`src/rtl/mem_arb_pkg.sv`:
```
// mem_arb_pkg: shared requester IDs, arbiter states and reset constants for mem_arb.
package mem_arb_pkg;
    typedef enum logic {REQ_SCR = 1'b0, REQ_CPU = 1'b1} req_id_t;
    typedef enum logic {UNLOCKED = 1'b0, LOCKED = 1'b1} arb_state_t;
    localparam req_id_t LAST_RST = REQ_CPU;
endpackage

```
`src/rtl/mem_arb_if.sv`:
```
// mem_arb_if: one memory port, made of an address-request channel and a read-data return
// channel that both use vld/gnt; master issues addresses and consumes data.
interface mem_arb_if #(parameter int AW = 20, parameter int DW = 16);
    logic          addr_vld;
    logic          addr_gnt;
    logic [AW-1:0] addr;
    logic          dat_vld;
    logic          dat_gnt;
    logic [DW-1:0] dat;
    modport master (output addr_vld, addr, dat_gnt, input addr_gnt, dat_vld, dat);
    modport slave  (input addr_vld, addr, dat_gnt, output addr_gnt, dat_vld, dat);
endinterface

```
`src/rtl/mem_arb_tag_fifo.sv`:
```
// mem_arb_tag_fifo: in-order FIFO of requester IDs, one entry per outstanding read.
module mem_arb_tag_fifo import mem_arb_pkg::*; #(
    parameter int MAX_OUTST = 4
) (
    input  logic    clk,
    input  logic    rstn,
    input  logic    i_push,
    input  req_id_t i_push_id,
    input  logic    i_pop,
    output req_id_t o_head,
    output logic    o_full,
    output logic    o_empty
);
    localparam int PW = $clog2(MAX_OUTST);
    req_id_t       r_mem [MAX_OUTST];
    logic [PW-1:0] r_wr_ptr;
    logic [PW-1:0] r_rd_ptr;
    logic [PW:0]   r_count;
    // Depth is a power of two, so the pointers wrap on their own.
    always_ff @(posedge clk or negedge rstn) begin
        if (!rstn) begin
            r_wr_ptr <= '0;
            r_rd_ptr <= '0;
            r_count  <= '0;
        end else begin
            if (i_push) r_wr_ptr <= r_wr_ptr + 1'b1;
            if (i_pop) r_rd_ptr <= r_rd_ptr + 1'b1;
            r_count <= r_count + (PW+1)'(i_push) - (PW+1)'(i_pop);
        end
    end
    always_ff @(posedge clk) begin
        if (i_push) r_mem[r_wr_ptr] <= i_push_id;
    end
    assign o_head  = r_mem[r_rd_ptr];
    assign o_full  = r_count == (PW+1)'(MAX_OUTST);
    assign o_empty = r_count == '0;
endmodule

```
`src/rtl/mem_arb.sv`:
```
// mem_arb: screen/CPU arbiter for the external memory port, with in-order read-data routing.
// Define MEM_ARB_SCR_PRIO_EN to let the screen win every tie instead of round robin.
module mem_arb import mem_arb_pkg::*; #(
    parameter int AW        = 20,
    parameter int DW        = 16,
    parameter int MAX_OUTST = 4
) (
    input  logic      clk,
    input  logic      rstn,
    mem_arb_if.slave  scr,
    mem_arb_if.slave  cpu,
    mem_arb_if.master mem,
    output logic      err_unexp
);
    arb_state_t    r_state;
    arb_state_t    w_next;
    req_id_t       r_lock_id;
    req_id_t       w_sel;
    req_id_t       w_tie;
    req_id_t       w_head;
    logic          w_sel_vld;
    logic          w_addr_vld;
    logic          w_push;
    logic          w_pop;
    logic          w_full;
    logic          w_empty;
    logic          r_err_unexp;
    logic [AW-1:0] w_addr;
    logic [DW-1:0] w_dat;
`ifdef MEM_ARB_SCR_PRIO_EN
    assign w_tie = REQ_SCR;
`else
    req_id_t r_last;
    always_ff @(posedge clk or negedge rstn) begin
        if (!rstn) r_last <= LAST_RST;
        else if (w_push) r_last <= w_sel;
    end
    assign w_tie = (r_last == REQ_CPU) ? REQ_SCR : REQ_CPU;
`endif
    // Once a request is pending, the selection stays frozen until it is taken.
    assign w_sel      = (r_state == LOCKED) ? r_lock_id :
                        (scr.addr_vld & cpu.addr_vld) ? w_tie :
                        cpu.addr_vld ? REQ_CPU : REQ_SCR;
    assign w_sel_vld  = (w_sel == REQ_SCR) ? scr.addr_vld : cpu.addr_vld;
    assign w_addr     = (w_sel == REQ_SCR) ? scr.addr : cpu.addr;
    assign w_addr_vld = rstn & w_sel_vld & !w_full;
    assign w_push     = w_addr_vld & mem.addr_gnt;
    assign w_pop      = mem.dat_vld & mem.dat_gnt & !w_empty;
    assign w_dat      = mem.dat;
    always_ff @(posedge clk or negedge rstn) begin
        if (!rstn) begin
            r_state   <= UNLOCKED;
            r_lock_id <= REQ_SCR;
        end else begin
            r_state   <= w_next;
            r_lock_id <= w_sel;
        end
    end
    always_comb begin
        w_next = (r_state == UNLOCKED) ? ((w_addr_vld & !mem.addr_gnt) ? LOCKED : UNLOCKED) :
                 ((w_push | !w_sel_vld) ? UNLOCKED : LOCKED);
    end
    always_comb begin
        mem.addr_vld = w_addr_vld;
        mem.addr     = w_addr;
        scr.addr_gnt = w_push & (w_sel == REQ_SCR);
        cpu.addr_gnt = w_push & (w_sel == REQ_CPU);
    end
    // With no tag outstanding, returned data is drained so the controller cannot hang.
    always_comb begin
        scr.dat_vld = rstn & mem.dat_vld & !w_empty & (w_head == REQ_SCR);
        cpu.dat_vld = rstn & mem.dat_vld & !w_empty & (w_head == REQ_CPU);
        scr.dat     = w_dat;
        cpu.dat     = w_dat;
        mem.dat_gnt = rstn & (w_empty | ((w_head == REQ_SCR) ? scr.dat_gnt : cpu.dat_gnt));
    end
    always_ff @(posedge clk or negedge rstn) begin
        if (!rstn) r_err_unexp <= 1'b0;
        else if (mem.dat_vld & w_empty) r_err_unexp <= 1'b1;
    end
    assign err_unexp = r_err_unexp;
    mem_arb_tag_fifo #(.MAX_OUTST(MAX_OUTST)) u_tag_fifo (
        .clk       (clk),
        .rstn      (rstn),
        .i_push    (w_push),
        .i_push_id (w_sel),
        .i_pop     (w_pop),
        .o_head    (w_head),
        .o_full    (w_full),
        .o_empty   (w_empty)
    );
endmodule
```
`src/flat_wrapper.sv`:
```
// flat-port wrapper written by rule: the top's interface ports become plain ports
module mem_arb_flat import mem_arb_pkg::*;
#(
    parameter int AW        = 20,
    parameter int DW        = 16,
    parameter int MAX_OUTST = 4
)
  (clk, rstn, err_unexp, scr_addr_vld, scr_addr, scr_dat_gnt, scr_addr_gnt, scr_dat_vld, scr_dat, cpu_addr_vld, cpu_addr, cpu_dat_gnt, cpu_addr_gnt, cpu_dat_vld, cpu_dat, mem_addr_vld, mem_addr, mem_dat_gnt, mem_addr_gnt, mem_dat_vld, mem_dat);
  mem_arb_if #(.AW(AW), .DW(DW)) scr_i ();
  mem_arb_if #(.AW(AW), .DW(DW)) cpu_i ();
  mem_arb_if #(.AW(AW), .DW(DW)) mem_i ();
  input  logic clk;
  input  logic rstn;
  output logic err_unexp;
  input wire logic [$bits(scr_i.addr_vld)-1:0] scr_addr_vld;
  input wire logic [$bits(scr_i.addr)-1:0] scr_addr;
  input wire logic [$bits(scr_i.dat_gnt)-1:0] scr_dat_gnt;
  output wire logic [$bits(scr_i.addr_gnt)-1:0] scr_addr_gnt;
  output wire logic [$bits(scr_i.dat_vld)-1:0] scr_dat_vld;
  output wire logic [$bits(scr_i.dat)-1:0] scr_dat;
  input wire logic [$bits(cpu_i.addr_vld)-1:0] cpu_addr_vld;
  input wire logic [$bits(cpu_i.addr)-1:0] cpu_addr;
  input wire logic [$bits(cpu_i.dat_gnt)-1:0] cpu_dat_gnt;
  output wire logic [$bits(cpu_i.addr_gnt)-1:0] cpu_addr_gnt;
  output wire logic [$bits(cpu_i.dat_vld)-1:0] cpu_dat_vld;
  output wire logic [$bits(cpu_i.dat)-1:0] cpu_dat;
  output wire logic [$bits(mem_i.addr_vld)-1:0] mem_addr_vld;
  output wire logic [$bits(mem_i.addr)-1:0] mem_addr;
  output wire logic [$bits(mem_i.dat_gnt)-1:0] mem_dat_gnt;
  input wire logic [$bits(mem_i.addr_gnt)-1:0] mem_addr_gnt;
  input wire logic [$bits(mem_i.dat_vld)-1:0] mem_dat_vld;
  input wire logic [$bits(mem_i.dat)-1:0] mem_dat;
  assign scr_i.addr_vld = scr_addr_vld;
  assign scr_i.addr = scr_addr;
  assign scr_i.dat_gnt = scr_dat_gnt;
  assign scr_addr_gnt = scr_i.addr_gnt;
  assign scr_dat_vld = scr_i.dat_vld;
  assign scr_dat = scr_i.dat;
  assign cpu_i.addr_vld = cpu_addr_vld;
  assign cpu_i.addr = cpu_addr;
  assign cpu_i.dat_gnt = cpu_dat_gnt;
  assign cpu_addr_gnt = cpu_i.addr_gnt;
  assign cpu_dat_vld = cpu_i.dat_vld;
  assign cpu_dat = cpu_i.dat;
  assign mem_addr_vld = mem_i.addr_vld;
  assign mem_addr = mem_i.addr;
  assign mem_dat_gnt = mem_i.dat_gnt;
  assign mem_i.addr_gnt = mem_addr_gnt;
  assign mem_i.dat_vld = mem_dat_vld;
  assign mem_i.dat = mem_dat;
  mem_arb #(.AW(AW), .DW(DW), .MAX_OUTST(MAX_OUTST)) u_core (.clk(clk), .rstn(rstn), .scr(scr_i), .cpu(cpu_i), .mem(mem_i), .err_unexp(err_unexp));
endmodule
```
`config.mk`:
```
export PLATFORM = sky130hd
export DESIGN_NAME = mem_arb_flat
export DESIGN_NICKNAME = d
export VERILOG_FILES = /design/src/rtl/mem_arb_pkg.sv /design/src/rtl/mem_arb_if.sv /design/src/rtl/mem_arb_tag_fifo.sv /design/src/rtl/mem_arb.sv /design/src/flat_wrapper.sv
export SDC_FILE = /design/constraint.sdc
export NUM_CORES = 1
export LEC_CHECK = 0
export CAP_MARGIN = 20
export CORE_MARGIN = 2
export CORE_UTILIZATION = 31
export DETAILED_ROUTE_END_ITERATION = 8
export PLACE_DENSITY = 0.83
export SYNTH_ARGS = -nofsm -noshare
export SYNTH_HDL_FRONTEND = slang
export SYNTH_SLANG_ARGS = --single-unit
```
`constraint.sdc`:
```
create_clock -name clk -period 3.2 [get_ports clk]
set_input_delay 0.48 -clock clk [delete_from_list [all_inputs] [get_ports clk]]
set_output_delay 0.48 -clock clk [all_outputs]
set_load 0.01 [all_outputs]
```
==> results.toml, run 1 <==
[outcome]
status = "complete, no violations"

[clock_tree]
numCtsBuffers = 3
clk_latency_ps = 250
root_buffer = "clkbuf_8"
clk_pin_slew_ps = 60
htreeDepth = 1
cts.sinks = 15
hold_buffers = 0
postCtsSetupBuffers = 0
post_cts_resize_count = 0
clockBufferDepth = 2
cts_tree = "built"

[finish]
fin_util = 0.482
area_growth_pct = 47.4
final_nets = 242
final_cell_mix = "74 x clkdlybuf4s50_1, 20 x mux2_2, 10 x dfrtp_1"
drive_gt1_frac = 0.235
layout_commonest_cell = "clkdlybuf4s50_1"
diodes = 0

[setup_path]
critPathLaunchType = "input port"
critPathKind = "in -> out"
worst-path-max-fanout = 22
endpoint_kind = "output port"
cp.arrival_ps = 2380
worstPathRequired_ps = 2720

[timing]
hold_slack_ps = 473
setup_tns_ps = 0
fmax_mhz = 350
rsz0062_at_grt = "no"
finalHoldViolations = 0
max-slew-margin-rel = 0.770
worstMarginPinSlew_ps = 345
setup_viol = 0
fin_crit_sh = 0.894
skew_ps = 0.487
maxSlewViolCount = 0
period_needed_ps = 2860

[synthesis]
synth_edf_count = 4
async_reset_ff_frac = 0.733
ys_ff_latch = 15
yosysWarnings = 0
ys_seq_area_frac = 0.299
avgSynthCellArea_um2 = 10.7
synth_flop_cell = "dfrtp_1"
syn_nets = 195
synth.cell_area_um2 = 1330
netlist_instances = 124
synth.distinct_cells = 31

[route]
wl_per_cell_um = 12.3
drt_wl_total_mm = 2.71
dr_total_vias = 984
dr.pass1.iters = 5
route.detailed.drc = 0
drt_iter0_markers = 29
post_drt_via_cell_ratio = 4.47
ant_nets = 0

[die]
die_w_um = 69.4
die_y_um = 69.4
initial_core_util = 0.327
num_io_pins = 123
fp.dieArea_um2 = 4820
placeableCoreArea_um2 = 4060
rows = 23

[power]
leakagePower_nw = 0.799
ir_worst_vdd_mv = 0.239
power_density_nw_per_um2 = 602

[global_routing]
grt-ovfl-total = 0
grt_pass1_wl_mm = 4.63
grt_start_max_net_pins = 23
antenna_found_initial = 0
grt_pass1_vias = 1048
track_usage = 0.119

[worst_hold_path]
hold_path.class = "in -> async"

[run]
drv_cap = 0

[placed_design]
io_buffers = 74
gp_congestion = 0.727
hpwl_mm = 2.25
[sequential cells by signal, indices dropped and copies added (netlist names)]
register / flops
u_core.u_tag_fifo.r_mem: 4
u_core.err_unexp: 1
u_core.r_last: 1
u_core.u_tag_fifo.r_count: 3
u_core.r_lock_id: 1
u_core.r_state: 1
u_core.u_tag_fifo.r_wr_ptr: 2
u_core.u_tag_fifo.r_rd_ptr: 2
[synthesized netlist by cell type (3+ instances only)]
| master | instances | area, um2 |
|---|---|---|
| and2_2 | 6 | 45.0 |
| inv_1 | 8 | 30.0 |
| dfrtp_1 | 10 | 250 |
| xnor2_1 | 3 | 26.3 |
| mux2_2 | 20 | 225 |
| ha_1 | 6 | 75.1 |
| mux2i_1 | 8 | 80.1 |
| edfxtp_1 | 4 | 120 |
| nor2_1 | 3 | 11.3 |
| buf_4 | 32 | 240 |
[cell families (layout without fill, tap and decap cells)]
| kind of cell | count (synthesis) | after routing | synth area share |
|---|---|---|---|
| buffers and inverters | 43 | 89 | 0.220 |
| multiplexers | 30 | 30 | 0.253 |
| AND/OR/NAND/NOR | 18 | 18 | 0.0942 |
| flip-flops | 15 | 15 | 0.299 |
| adder cells (fa/ha/maj) | 7 | 7 | 0.0716 |
| AO/OA/AOI/OAI | 7 | 7 | 0.0368 |
| XOR/XNOR | 4 | 4 | 0.0264 |
[path summary, 6_finish.rpt]
path | to | slack, ps | depth (start not counted) | start
hold reg to reg | u_core.err_unexp | 480 | 1 | u_core.err_unexp
setup reg to reg | u_core.u_tag_fifo.r_count[2] | 770 | 9 | u_core.u_tag_fifo.r_count[1]
max in group asynchronous | u_core.r_last | 2210 | 2 | rstn
min in group clk | u_core.err_unexp | 480 | 1 | u_core.err_unexp
hold / removal | u_core.u_tag_fifo.r_rd_ptr[0] | 470 | 1 | rstn
setup / recovery | cpu_addr_gnt | 340 | 7 | cpu_addr_vld
[layout make-up]
| type | instances | area (um2) |
|---|---|---|
| flip-flops and latches | 15 | 397 |
| repair buffers | 77 | 776 |
| well taps | 50 | 62.6 |
| inverters | 8 | 30.0 |
| clock buffers | 3 | 41.3 |
| multi-input cells | 66 | 643 |
| fillers | 381 | 2100 |
| clock inverters | 1 | 7.51 |
[per-stage QoR]
stage / power [mW] / area (um2) / cells / setup WS, ps
detailed placement: 1.03 / 1910 / 216 / 340
floorplan: 0.766 / 1330 / 124 / 895
finish: 1.18 / 1960 / 220 / 341
global route: 1.28 / 1960 / 220 / 258
global placement: 1.02 / 1910 / 216 / 382
CTS: 1.20 / 1960 / 220 / 337
[worst max-delay path: stages]
cell and delay [ps]:
clkdlybuf4s50_1 490, a21boi_0 230, mux2i_2 130, buf_12 170
inv_1 160, and2_2 170, clkdlybuf4s50_1 540
[routing by layer]
metal / part of all wire / up-vias / routed length, um / GRT usage
li1: - / 474 / - / -
met1: 0.38 / 442 / 1030 / 0.131
met2: 0.48 / 65 / 1290 / 0.200
met3: 0.14 / 3 / 372 / 0.0610
met4: 0.0052 / 0 / 14 / 0.0327
met5: 0 / - / 0 / 0
[power breakdown]
group | total (mW) | internal, mW | switching (mW)
Clock | 0.158 | 0.0875 | 0.0707
Sequential | 0.340 | 0.281 | 0.0586
Combinational | 0.681 | 0.420 | 0.261
Power figures use the tool's default switching activity.
==> run 2, diff against run 1 <==
--- a/config.mk
+++ b/config.mk
@@ -13,3 +13,4 @@
 export SYNTH_ARGS = -nofsm -noshare
 export SYNTH_HDL_FRONTEND = slang
 export SYNTH_SLANG_ARGS = --single-unit
+export TNS_END_PERCENT = 5
==> results of run 2 <==
No change in the layout: final DEF, timing and power equal those of run 1.
==> run 3, diff against run 2 <==
--- a/config.mk
+++ b/config.mk
@@ -8,7 +8,9 @@
 export CAP_MARGIN = 20
 export CORE_MARGIN = 2
 export CORE_UTILIZATION = 31
+export CTS_CLUSTER_SIZE = 8
 export DETAILED_ROUTE_END_ITERATION = 8
+export GPL_ROUTABILITY_DRIVEN = 0
 export PLACE_DENSITY = 0.83
 export SYNTH_ARGS = -nofsm -noshare
 export SYNTH_HDL_FRONTEND = slang
==> results of run 3 <==
No change in the layout: final DEF, timing and power equal those of run 1.
